--- src/rtl/control_unit.sv ---
// rtl/control_unit.sv - registered main instruction decoder for the 16-bit processor
module control_unit (
    input  logic       clk,
    input  logic       rst,
    input  logic [3:0] opcode,
    input  logic [3:0] function_code,
    output logic       RegDst,
    output logic       RegWrite,
    output logic       Branch,
    output logic       Jump,
    output logic [3:0] ALUop,
    output logic       MemRead,
    output logic       MemWrite,
    output logic       RegWriteSource,
    output logic       ALUSource
);

    localparam logic [3:0] ALU_ADD = 4'b0000;
    localparam logic [3:0] ALU_SUB = 4'b0001;
    localparam logic [3:0] ALU_SLL = 4'b0010;
    localparam logic [3:0] ALU_AND = 4'b0011;

    logic       reg_dst_d;
    logic       reg_write_d;
    logic       branch_d;
    logic       jump_d;
    logic [3:0] alu_op_d;
    logic       mem_read_d;
    logic       mem_write_d;
    logic       wb_source_d;
    logic       alu_source_d;

    // Explicit case items (never pass-through) keep unknown fields from reaching the flops.
    always_comb begin
        reg_dst_d    = 1'b0;
        reg_write_d  = 1'b0;
        branch_d     = 1'b0;
        jump_d       = 1'b0;
        alu_op_d     = ALU_ADD;
        mem_read_d   = 1'b0;
        mem_write_d  = 1'b0;
        wb_source_d  = 1'b0;
        alu_source_d = 1'b0;
        case (opcode)
            4'b0000: begin
                case (function_code)
                    4'b0000: begin reg_dst_d = 1'b1; reg_write_d = 1'b1; alu_op_d = ALU_ADD; end
                    4'b0001: begin reg_dst_d = 1'b1; reg_write_d = 1'b1; alu_op_d = ALU_SUB; end
                    4'b0010: begin reg_dst_d = 1'b1; reg_write_d = 1'b1; alu_op_d = ALU_SLL; end
                    4'b0011: begin reg_dst_d = 1'b1; reg_write_d = 1'b1; alu_op_d = ALU_AND; end
                    default: ;
                endcase
            end
            4'b0001: begin
                reg_write_d  = 1'b1;
                mem_read_d   = 1'b1;
                wb_source_d  = 1'b1;
                alu_source_d = 1'b1;
            end
            4'b0010: begin
                mem_write_d  = 1'b1;
                alu_source_d = 1'b1;
            end
            4'b0011: begin
                reg_write_d  = 1'b1;
                alu_source_d = 1'b1;
            end
            4'b0100, 4'b0101: begin
                branch_d = 1'b1;
                alu_op_d = ALU_SUB;
            end
            4'b0110: jump_d = 1'b1;
            default: ;
        endcase
    end

    always_ff @(posedge clk) begin
        if (rst) begin
            RegDst         <= 1'b0;
            RegWrite       <= 1'b0;
            Branch         <= 1'b0;
            Jump           <= 1'b0;
            ALUop          <= ALU_ADD;
            MemRead        <= 1'b0;
            MemWrite       <= 1'b0;
            RegWriteSource <= 1'b0;
            ALUSource      <= 1'b0;
        end else begin
            RegDst         <= reg_dst_d;
            RegWrite       <= reg_write_d;
            Branch         <= branch_d;
            Jump           <= jump_d;
            ALUop          <= alu_op_d;
            MemRead        <= mem_read_d;
            MemWrite       <= mem_write_d;
            RegWriteSource <= wb_source_d;
            ALUSource      <= alu_source_d;
        end
    end

endmodule

--- config.mk ---
export PLATFORM = sky130hd
export DESIGN_NAME = control_unit
export DESIGN_NICKNAME = d
export VERILOG_FILES = /design/src/rtl/control_unit.sv
export SDC_FILE = /design/constraint.sdc
export NUM_CORES = 1
export LEC_CHECK = 0
export BUFFER_PORTS_ARGS = -buffer_cell sky130_fd_sc_hd__buf_2
export CAP_MARGIN = 20
export CELL_PAD_IN_SITES_DETAIL_PLACEMENT = 1
export CELL_PAD_IN_SITES_GLOBAL_PLACEMENT = 1
export CORE_AREA = 2 2 39 41
export CTS_CLUSTER_SIZE = 30
export DETAILED_ROUTE_END_ITERATION = 8
export DIE_AREA = 0 0 41 43
export MAX_ROUTING_LAYER = met4
export PLACE_DENSITY = 0.65
export SLEW_MARGIN = 20
export SYNTH_ARGS = -nofsm -noshare
export SYNTH_HDL_FRONTEND = slang
export SYNTH_SLANG_ARGS = --single-unit
--- constraint.sdc ---
create_clock -name clk -period 1.1 [get_ports clk]
set_input_delay 0.11 -clock clk [delete_from_list [all_inputs] [get_ports clk]]
set_output_delay 0.11 -clock clk [all_outputs]
set_load 0.03 [all_outputs]
==> metrics.log, run 1 <==
INFO  metric p_leak = around 0.22 nW
INFO  metric yosys.cell_count.top_type = dfxtp_1
INFO  metric yosys_register_bits = 9
INFO  metric clock_sink_count = 9
INFO  metric power_frac_seq = between 50% and 60%
INFO  metric worst_ep_arrival_time = between 0.7 and 0.8 ns
INFO  metric pin_count_of_the_biggest_net_entering_global_routing = 8
INFO  metric synthesis.yosys.warnings = 0
INFO  metric gpl.final_weighted_congestion = around 0.79
INFO  metric clk_transition_reported_paths = about 0.06 ns
INFO  metric initial_util = around 22%
INFO  metric dr_total_vias = between 200 and 300
INFO  metric hold_buffers = 0
INFO  metric vdd.ir_drop.worst = 347 uV
INFO  metric grt_setup_unrepaired = no
INFO  metric nets = between 60 and 70
INFO  metric crit_end_category = primary output
INFO  metric yosysTopAreaCell = dfxtp_1
INFO  metric grt_first_pass_wirelength = approximately 1100 microns
INFO  metric synth-main-ff-cell = dfxtp_1
INFO  metric power_density = ~1500 mW/mm^2
INFO  metric first_iter_violations = 4
INFO  metric synthArstFlopShare = 0%
INFO  metric wl_met1 = 238 microns
INFO  metric first_global_vias = between 200 and 300
INFO  metric yosys.cell_types.count = 15
INFO  metric post_cts.resized_instances = 0
INFO  metric synth_area_per_cell = 10.4 sq um
INFO  metric dr_wl_met3 = ~40 microns
INFO  metric critical_path.n_buffers_inverters = 1
INFO  metric post_drt_via_cell_ratio = between 4 and 5
INFO  metric postLayoutCoreUtil = 30.7%
INFO  metric cts_setup_buffers = 0
INFO  metric core-area = 0.00138 sq mm
INFO  metric area_growth_from_synthesis_to_layout = 40.7%
INFO  metric min_period_over_period = between 70% and 80%
INFO  metric crit_family = flip-flops
INFO  metric grt_remaining_overflow = 0
INFO  metric internal-power = slightly below 0.0005 W
INFO  metric maxCapViolCount = 0
INFO  metric top_level_ports = 22
INFO  metric timing.fmax = approximately 1100 MHz
INFO  metric postRouteAntennaNets = 0
INFO  metric max-clock-path-buffers = 2
INFO  metric layout_min_cycle_time = 0.878 ns
INFO  metric finalSetupTns = 0 ns
INFO  metric topRoutingLayerUsed = met4
INFO  metric finalSetupViolCount = 0
INFO  metric port-buffer-count = 19
INFO  metric worst_min_path_class = in2reg
INFO  metric run_status = finished, final reports clean
INFO  metric detailedRoute.firstPassIterationCount = 2
INFO  metric timing.critical_path.cells = buf_2
INFO  metric placed_area = between 300 and 400 sq um
INFO  metric report.final.hold_viol_count = 0
INFO  metric rows = 14
INFO  metric cts.htree.levels = 1
INFO  metric layout_cells_sized_above_1 = roughly 50%
INFO  metric number_of_enable_type_register_cells_in_the_synthesized_netlist = 0
INFO  metric synth.area.top_cells = dfxtp_1, buf_4, nor2_1, and4_2, nor3_1
INFO  metric cts_buffers = 3
INFO  metric combinational_share_of_power = about a tenth
INFO  metric crit_slowest_cell = dfxtp_1
INFO  metric finalInstanceArea = between 400 and 500 sq um
INFO  metric antennaDiodeCount = 0
INFO  metric routed-wl-met2 = between 300 and 400 microns
INFO  metric setup.worst_path.start_class = flip-flop
INFO  metric antenna_found_initial = 0
INFO  metric ys_seq_area_share = approximately 60%
INFO  metric finalWirelength = 662 microns
INFO  metric fp.dieH = approximately 43 microns
INFO  metric worst-setup-path-type = reg2out
INFO  metric yosysTopAreaCellShare = between 50% and 60%
INFO  metric power.switching_fraction = approximately a quarter
INFO  metric synthCells = 29
INFO  metric post_synth_most_frequent_cells = dfxtp_1, nor2_1, buf_4
INFO  metric crit_path_max_incr_delay = about 0.32 ns
INFO  metric root_buffer = clkbuf_4
INFO  metric tritoncts = done
INFO  metric cp_max_fo = 2
INFO  metric average_detailed_routed_wire_length_per_instance = 10.0 microns
INFO  metric grt_use_total = under 10%
INFO  metric floorplan.die.width = slightly above 40 microns
INFO  metric required_time_at_the_endpoint_of_the_critical_path = ~0.99 ns
INFO  metric p_clk_share = 38.3%
INFO  metric die_area = 0.00176 sq mm
INFO  metric slew_viol_final = 0
INFO  metric dr_drc_count = 0
INFO  metric p_switching = 0.000158 W
INFO  metric mappedNetlistArea = 302 sq um
## path summary, 6_finish.rpt
| path | from | end | slack (ns) | cells after the start |
|---|---|---|---|---|
| hold / removal | function_code[1] | ALUop[1]$_SDFF_PP0_ | 0.08 | 2 |
| setup / recovery | RegWriteSource$_SDFF_PP0_ | RegWriteSource | 0.22 | 1 |
## placed cells by master (no fill, tap or decap), drive strengths merged
cell type	count
buf	19
dfxtp	9
nor2	4
clkbuf	4
nor3	2
conb	2
and3	2
nor4	1
inv	1
or3	1
or4	1
a21oi	1
nor4b	1
and4	1
a31o	1
## stage by stage
step / setup WS, ns / total power (W) / instances / hold WS, ns
2_1_floorplan: 0.258 / 0.000384 / 30 / 0.189
3_3_place_gp: 0.103 / 0.000410 / 62 / 0.340
3_5_place_dp: 0.0976 / 0.000411 / 62 / 0.343
4_1_cts: 0.201 / 0.000664 / 66 / 0.0686
5_1_grt: 0.154 / 0.000690 / 66 / 0.0779
6_report: 0.222 / 0.000653 / 66 / 0.0755
## power groups by stage
stage	logic [W]	clock network (W)	registers, W
after detailed placement	0.0000696	0	0.000341
after global placement	0.0000686	0	0.000341
after CTS	0.0000697	0.000260	0.000334
after floorplan	0.0000289	0	0.000355
after global routing	0.0000760	0.000280	0.000334
final	0.0000692	0.000250	0.000334
## kinds of logic after synthesis
group                  share of synthesized area, %
and+or+nand+nor                                25.7
DFF                                            59.8
buffers and inverters                          8.71
AOI/OAI and AO/OA                              4.56
other                                          1.24
## per-layer routing
layer	GRT usage, %	vias to the layer above
li1	-	139
met5	-	-
met1	10.3	127
met4	10.0	0
met2	13.8	11
met3	1.57	2
## sequential cells by signal, indices dropped and copies added, names as in the netlist
| signal | cells |
|---|---|
| RegWriteSource | 1 |
| RegDst | 1 |
| Jump | 1 |
| RegWrite | 1 |
| Branch | 1 |
| ALUSource | 1 |
| MemWrite | 1 |
| ALUop | 2 |
## cell type report
type | instances | area [sq um]
multi-input cells | 17 | 98.8
well taps | 16 | 20.0
fillers | 178 | 960
flip-flops and latches | 9 | 180
repair buffers | 19 | 95.1
inverters | 1 | 3.75
clock buffers | 4 | 26.3
No activity file was read; power rests on OpenSTA's default activity.
==> run 2: changes to the inputs <==
--- a/config.mk
+++ b/config.mk
@@ -5,16 +5,17 @@
 export SDC_FILE = /design/constraint.sdc
 export NUM_CORES = 1
 export LEC_CHECK = 0
+export ABC_AREA = 1
 export BUFFER_PORTS_ARGS = -buffer_cell sky130_fd_sc_hd__buf_2
 export CAP_MARGIN = 20
 export CELL_PAD_IN_SITES_DETAIL_PLACEMENT = 1
 export CELL_PAD_IN_SITES_GLOBAL_PLACEMENT = 1
-export CORE_AREA = 2 2 39 41
+export CORE_AREA = 2 2 42 44
 export CTS_CLUSTER_SIZE = 30
 export DETAILED_ROUTE_END_ITERATION = 8
-export DIE_AREA = 0 0 41 43
+export DIE_AREA = 0 0 44 46
 export MAX_ROUTING_LAYER = met4
-export PLACE_DENSITY = 0.65
+export PLACE_DENSITY = 0.63
 export SLEW_MARGIN = 20
 export SYNTH_ARGS = -nofsm -noshare
 export SYNTH_HDL_FRONTEND = slang
==> constraint.sdc (replaced) <==
create_clock -name clk -period 0.8 [get_ports clk]
set_input_delay 0.08 -clock clk [delete_from_list [all_inputs] [get_ports clk]]
set_output_delay 0.08 -clock clk [all_outputs]
set_load 0.03 [all_outputs]
==> run 2 against run 1 <==
Net effect:
- power up 38%
- area after synthesis up 5.8%
- largest power group unchanged
- synthesized cell count up 31%
- critical path depth did not move
- sequential power is 39% higher
- final cell count increased by 15%
- clock power grew 30%
- clock-buffer cell count stayed put
- combinational power increased by 60%
- worst setup slack lost 0.22 ns
==> metrics.log, run 2 <==
INFO  metric run_status = finished, final reports clean
INFO  metric clock_sink_count = 9
INFO  metric layout_cells_sized_above_1 = between 50% and 60%
INFO  metric yosys.area_share.adder = 0%
INFO  metric finalWirelength = 619 microns
INFO  metric nets = 70
INFO  metric timing.critical_path.cells = buf_6
INFO  metric clk_transition_reported_paths = 0.06 ns
INFO  metric postRouteAntennaNets = 0
INFO  metric layout_min_cycle_time = ~0.79 ns
INFO  metric largest-register = ALUop
INFO  metric core-area = ~0.0016 sq mm
INFO  metric min_period_over_period = between 90% and 100%
INFO  metric antennaDiodeCount = 0
INFO  metric vdd.ir_drop.worst = just under 300 uV
INFO  metric crit_path_max_incr_delay = between 0.3 and 0.4 ns
INFO  metric yosys.cell_types.count = 12
INFO  metric hold_buffers = 0
INFO  metric num-fill-cells = slightly below 200
INFO  metric worst_min_path_class = in2reg
INFO  metric worst-setup-path-type = reg2out
INFO  metric grt_first_pass_wirelength = 1040 microns
INFO  metric post-place-cells = 72
INFO  metric most-common-layout-cells = buf_6, buf_2, nor2_1
INFO  metric worst_ep_arrival_time = roughly 0.71 ns
INFO  metric yosys.area_share.simple = around a quarter
INFO  metric finalInstanceArea = between 500 and 600 sq um
INFO  metric area_growth_from_synthesis_to_layout = 61.2%
INFO  metric initial_util = 19.8%
INFO  metric number_of_enable_type_register_cells_in_the_synthesized_netlist = 0
INFO  metric synth_mux_area_share = 0%
INFO  metric synthCells = 38
INFO  metric cts_buffers = 3
INFO  metric slew_viol_final = 0
INFO  metric ys_seq_area_share = between 50% and 60%
INFO  metric finalNonFillerCells = 76
INFO  metric cts.htree.levels = 1
INFO  metric max-clock-path-buffers = 2
INFO  metric dr_total_vias = 295
INFO  metric root_buffer = clkbuf_4
INFO  metric postLayoutCoreUtil = a little under a third
INFO  metric final_critical_path_setup_slack = between 0.006 and 0.007 ns
INFO  metric synth_top_family_by_area = simple AND/OR/NAND/NOR gates
INFO  metric yosys_register_bits = 9
INFO  metric port-buffer-count = 19
INFO  metric synth.area.top_cells = dfxtp_1, nor2_1, buf_4, inv_1, nand2_1
INFO  metric report.final.hold_viol_count = 0
INFO  metric post-place-ws = ~0.073 ns
INFO  metric synth_compound_area_share = between 1.5 and 2%
INFO  metric crit_slowest_cell = dfxtp_2
INFO  metric top_level_ports = 22
INFO  metric average_detailed_routed_wire_length_per_instance = 8.14 microns
INFO  metric post_drt_via_cell_ratio = slightly below 4
INFO  metric largest_reg_flops = 2
INFO  metric placed_area = 417 sq um
INFO  metric rows = 15
INFO  metric post_cts.resized_instances = 13
INFO  metric cp_max_fo = 2
INFO  metric pin_count_of_the_biggest_net_entering_global_routing = 7
INFO  metric detailedRoute.firstPassIterationCount = 2
INFO  metric first_iter_violations = 2
INFO  metric p_leak = approximately 0.26 nW
INFO  metric crit_family = flip-flops
INFO  metric crit_end_category = primary output
INFO  metric cts_setup_buffers = 0
INFO  metric timing.fmax = ~1300 MHz
INFO  metric critical_path.n_buffers_inverters = 1
INFO  metric setup.worst_path.start_class = flip-flop
INFO  metric final_common_cell = buf_6
INFO  metric hold_slack = ~0.056 ns
INFO  metric gpl.final_weighted_congestion = between 0.6 and 0.7
INFO  metric power_density = 1750 mW/mm^2
INFO  metric yosysTopAreaCell = dfxtp_1
INFO  metric yosysTopAreaCellShare = between 50% and 60%
INFO  metric synthArstFlopShare = 0%
INFO  metric floorplan.die.width = 44 microns
INFO  metric mappedNetlistArea = between 300 and 400 sq um
INFO  metric tritoncts = done
INFO  metric synth-main-ff-cell = dfxtp_1
INFO  metric synthesis.yosys.warnings = 0
INFO  metric maxCapViolCount = 0
INFO  metric dr_drc_count = 0
INFO  metric finalSetupViolCount = 0
INFO  metric grt_setup_unrepaired = yes
INFO  metric fp.dieH = 46 microns
INFO  metric die_area = ~0.0020 sq mm
INFO  metric required_time_at_the_endpoint_of_the_critical_path = roughly 0.7 ns
INFO  metric post_synth_most_frequent_cells = dfxtp_1, nor2_1, inv_1
INFO  metric grt_use_total = under 10%
INFO  metric xor_xnor_share_of_the_synthesized_area = 0%
INFO  metric grt_remaining_overflow = 0
INFO  metric first_global_vias = between 200 and 300
INFO  metric yosys.cell_count.top_type = dfxtp_1
INFO  metric antenna_found_initial = 0
INFO  metric synth_area_per_cell = between 8 and 9 sq um
==> run 2: cell types whose count changed after synthesis, sizes merged <==
cell	before	now
a31o	1	0
and3	2	0
or4	1	0
nand2	0	5
nor3b	0	1
nand3	0	2
or3	1	0
and4	1	0
nor2	4	9
inv	1	6
nor4	1	0
nor4b	1	0
nor3	2	1
==> run 2: final cells by class <==
type	instances	area, sq um	area share (%)
Tap cell	17	21.3	4.14
Clock buffer	4	26.3	5.11
Timing Repair Buffer	19	158	30.7
Multi-Input combinational cell	21	97.6	19.0
Sequential cell	9	189	36.7
Inverter	6	22.5	4.38
==> run 2: logic make-up (layout without fill, tap and decap cells) <==
group	count (synthesis)	count (layout)
AOI/OAI and AO/OA	1	1
DFF	9	9
buffers and inverters	9	29
and+or+nand+nor	18	18
other	1	2
==> run 2: worst paths after layout <==
kind	depth (start not counted)	start	endpoint
setup / recovery	1	RegWriteSource$_SDFF_PP0_	MemRead
hold / removal	2	opcode[1]	RegWriteSource$_SDFF_PP0_
==> run 2: per-stage QoR <==
stage / total power (W) / setup TNS [ns]
2_1_floorplan: 0.000538 / 0
3_3_place_gp: 0.000568 / 0
3_5_place_dp: 0.000570 / 0
4_1_cts: 0.000898 / 0
5_1_grt: 0.000960 / -0.0448
6_report: 0.000899 / 0
==> run 2: power by group <==
group | total [W] | leakage, nW | switching [W] | internal [W]
logic | 0.000111 | 0.172 | 0.0000674 | 0.0000438
registers | 0.000463 | 0.0763 | 0.00000416 | 0.000459
clock network | 0.000324 | 0.0150 | 0.000134 | 0.000191
==> run 2: layer usage <==
layer	global-route usage [%]	up-vias	wire, microns
met3	2.38	0	73
met5	-	-	0
met4	3.64	0	0
met1	8.55	130	269
li1	-	150	-
met2	10.9	15	276
==> run 3: changes to the inputs <==
--- a/config.mk
+++ b/config.mk
@@ -15,7 +15,7 @@
 export DETAILED_ROUTE_END_ITERATION = 8
 export DIE_AREA = 0 0 44 46
 export MAX_ROUTING_LAYER = met4
-export PLACE_DENSITY = 0.63
+export PLACE_DENSITY = 0.66
 export SLEW_MARGIN = 20
 export SYNTH_ARGS = -nofsm -noshare
 export SYNTH_HDL_FRONTEND = slang
==> run 3 against run 2 <==
Net effect:
- the run now ends with setup timing left
- first-iteration DRC count is 50% higher
- clock-buffer cell count stayed put
- worst setup slack worse by 0.0063 ns
- critical endpoint unchanged
- critical path type unchanged
- combinational power hardly changed
- wire length is 13% higher
- power is 0.98% higher
- final cell count stayed put
==> metrics.log, run 3 (same netlist as run 2, synthesis figures left out) <==
INFO  metric worst_min_path_class = in2reg
INFO  metric top_level_ports = 22
INFO  metric maxCapViolCount = 0
INFO  metric dp_hpwl = between 600 and 700 microns
INFO  metric cts_buffers = 3
INFO  metric post_cts.resized_instances = 24
INFO  metric root_buffer = clkbuf_4
INFO  metric timing.fmax = 1250 MHz
INFO  metric post_drt_via_cell_ratio = just under 4
INFO  metric grt_remaining_overflow = 0
INFO  metric run_status = finished with violations
INFO  metric layout_min_cycle_time = roughly 0.80 ns
INFO  metric critical_path.n_buffers_inverters = 1
INFO  metric worst-setup-path-type = reg2out
INFO  metric violations = setup timing
INFO  metric power_density = around 1800 mW/mm^2
INFO  metric total_power_consumption_of_the_routed_design = ~0.0009 W
INFO  metric antenna_found_initial = 0
INFO  metric dr_drc_count = 0
INFO  metric most-common-layout-cells = buf_6, buf_2, dfxtp_2, nor2_1, inv_1
INFO  metric crit_family = flip-flops
INFO  metric postRouteAntennaNets = 0
INFO  metric grt_first_pass_wirelength = ~1100 microns
INFO  metric vdd.ir_drop.worst = between 300 and 400 uV
INFO  metric timing.critical_path.cells = buf_6
INFO  metric final_critical_path_setup_slack = -0.000126 ns
INFO  metric grt_use_total = between 8 and 9%
INFO  metric hold_buffers = 0
INFO  metric first_global_vias = between 300 and 400
INFO  metric die_area = 0.00202 sq mm
INFO  metric max-clock-path-buffers = 2
INFO  metric crit_end_category = primary output
INFO  metric cts_setup_buffers = 0
INFO  metric globalRouteMet2Util = around 14%
INFO  metric detailedRoute.firstPassIterationCount = 2
INFO  metric nets = 70
INFO  metric setup.worst_path.start_class = flip-flop
INFO  metric path_depth = 1
INFO  metric p_leak = 0.263 nW
INFO  metric grt_setup_unrepaired = yes
INFO  metric gpl.final_weighted_congestion = 0.680
INFO  metric setup.worst_path.start = RegWriteSource$_SDFF_PP0_
INFO  metric clk_transition_reported_paths = roughly 0.06 ns
INFO  metric groute.layer.met1.usage = 8.33%
INFO  metric finalNonFillerCells = 76
INFO  metric first_iter_violations = 3
INFO  metric postLayoutCoreUtil = about a third
INFO  metric crit_path_max_incr_delay = roughly 0.34 ns
INFO  metric multiInputGateArea = about 98 sq um
INFO  metric critPathCapture = MemRead
INFO  metric min_period_over_period = 100%
INFO  metric area_growth_from_synthesis_to_layout = 61.6%
INFO  metric post-place-cells = ~70
INFO  metric dr_total_vias = approximately 290
INFO  metric average_detailed_routed_wire_length_per_instance = 9.18 microns
INFO  metric globalRoute.busiestLayer = met2
INFO  metric core-area = roughly 0.0016 sq mm
INFO  metric floorplan.die.width = 44 microns
INFO  metric placed_area = about 420 sq um
INFO  metric slew_viol_final = 0
INFO  metric port-buffer-count = 19
INFO  metric report.final.hold_viol_count = 0
INFO  metric finalWirelength = 698 microns
INFO  metric finalSetupViolCount = 1
INFO  metric layout_cells_sized_above_1 = 55.9%
INFO  metric seqCellArea = roughly 190 sq um
INFO  metric initial_util = around a fifth
INFO  metric crit_slowest_cell = dfxtp_2
INFO  metric required_time_at_the_endpoint_of_the_critical_path = 0.72 ns
INFO  metric grt.met3_usage = between 2 and 2.5%
INFO  metric worst_ep_arrival_time = 0.72 ns
INFO  metric cts.htree.levels = 1
INFO  metric clock_sink_count = 9
INFO  metric finalInstanceArea = 515 sq um
INFO  metric pin_count_of_the_biggest_net_entering_global_routing = 7
INFO  metric largest_reg_flops = 2
INFO  metric rows = 15
INFO  metric tritoncts = done
INFO  metric cp_max_fo = 2
INFO  metric antennaDiodeCount = 0
INFO  metric num-fill-cells = between 150 and 200
INFO  metric post-place-ws = 0.0219 ns
INFO  metric fp.dieH = about 46 microns
INFO  metric largest-register = ALUop
INFO  metric final_common_cell = buf_6
[run 3: cell counts in the layout (fill, tap and decap cells not counted)]
No cell type changed its count.
[run 3: worst min path at each step]
stage                      from                   endpoint  slack (ns)  depth (start not counted)
6_report              opcode[1]          Branch$_SDFF_PP0_        0.06                          2
5_1_grt        function_code[1]        ALUop[1]$_SDFF_PP0_        0.07                          2
4_1_cts               opcode[1]  RegWriteSource$_SDFF_PP0_        0.06                          2
3_5_place_dp   function_code[1]        ALUop[1]$_SDFF_PP0_        0.33                          2
3_3_place_gp          opcode[1]  RegWriteSource$_SDFF_PP0_        0.32                          2
2_1_floorplan         opcode[1]  RegWriteSource$_SDFF_PP0_        0.16                          1
[run 3: metal layers]
metal / part of all wire, % / vias up
met2: 47 / 16
met5: 0 / -
met1: 41 / 129
met4: 0 / 0
li1: - / 148
met3: 12 / 0
[run 3: stage by stage]
| stage | hold WS [ns] | setup TNS, ns |
|---|---|---|
| after floorplan | 0.159 | 0 |
| after global placement | 0.321 | 0 |
| after detailed placement | 0.334 | 0 |
| after CTS | 0.0567 | -0.0407 |
| after global routing | 0.0650 | -0.0741 |
| final | 0.0637 | -0.000126 |
[run 3: cell type report]
type,instances,share of cell area (%)
well taps,17,4.13
flip-flops and latches,9,36.9
multi-input cells,21,18.9
clock buffers,4,5.10
repair buffers,19,30.6
inverters,6,4.37
[run 3: where the power goes]
part | internal (W) | total, W | leakage, nW | switching, W
clock network | 0.000191 | 0.000333 | 0.0150 | 0.000142
logic | 0.0000438 | 0.000111 | 0.172 | 0.0000670
registers | 0.000459 | 0.000463 | 0.0768 | 0.00000446
total | 0.000694 | 0.000907 | 0.263 | 0.000214
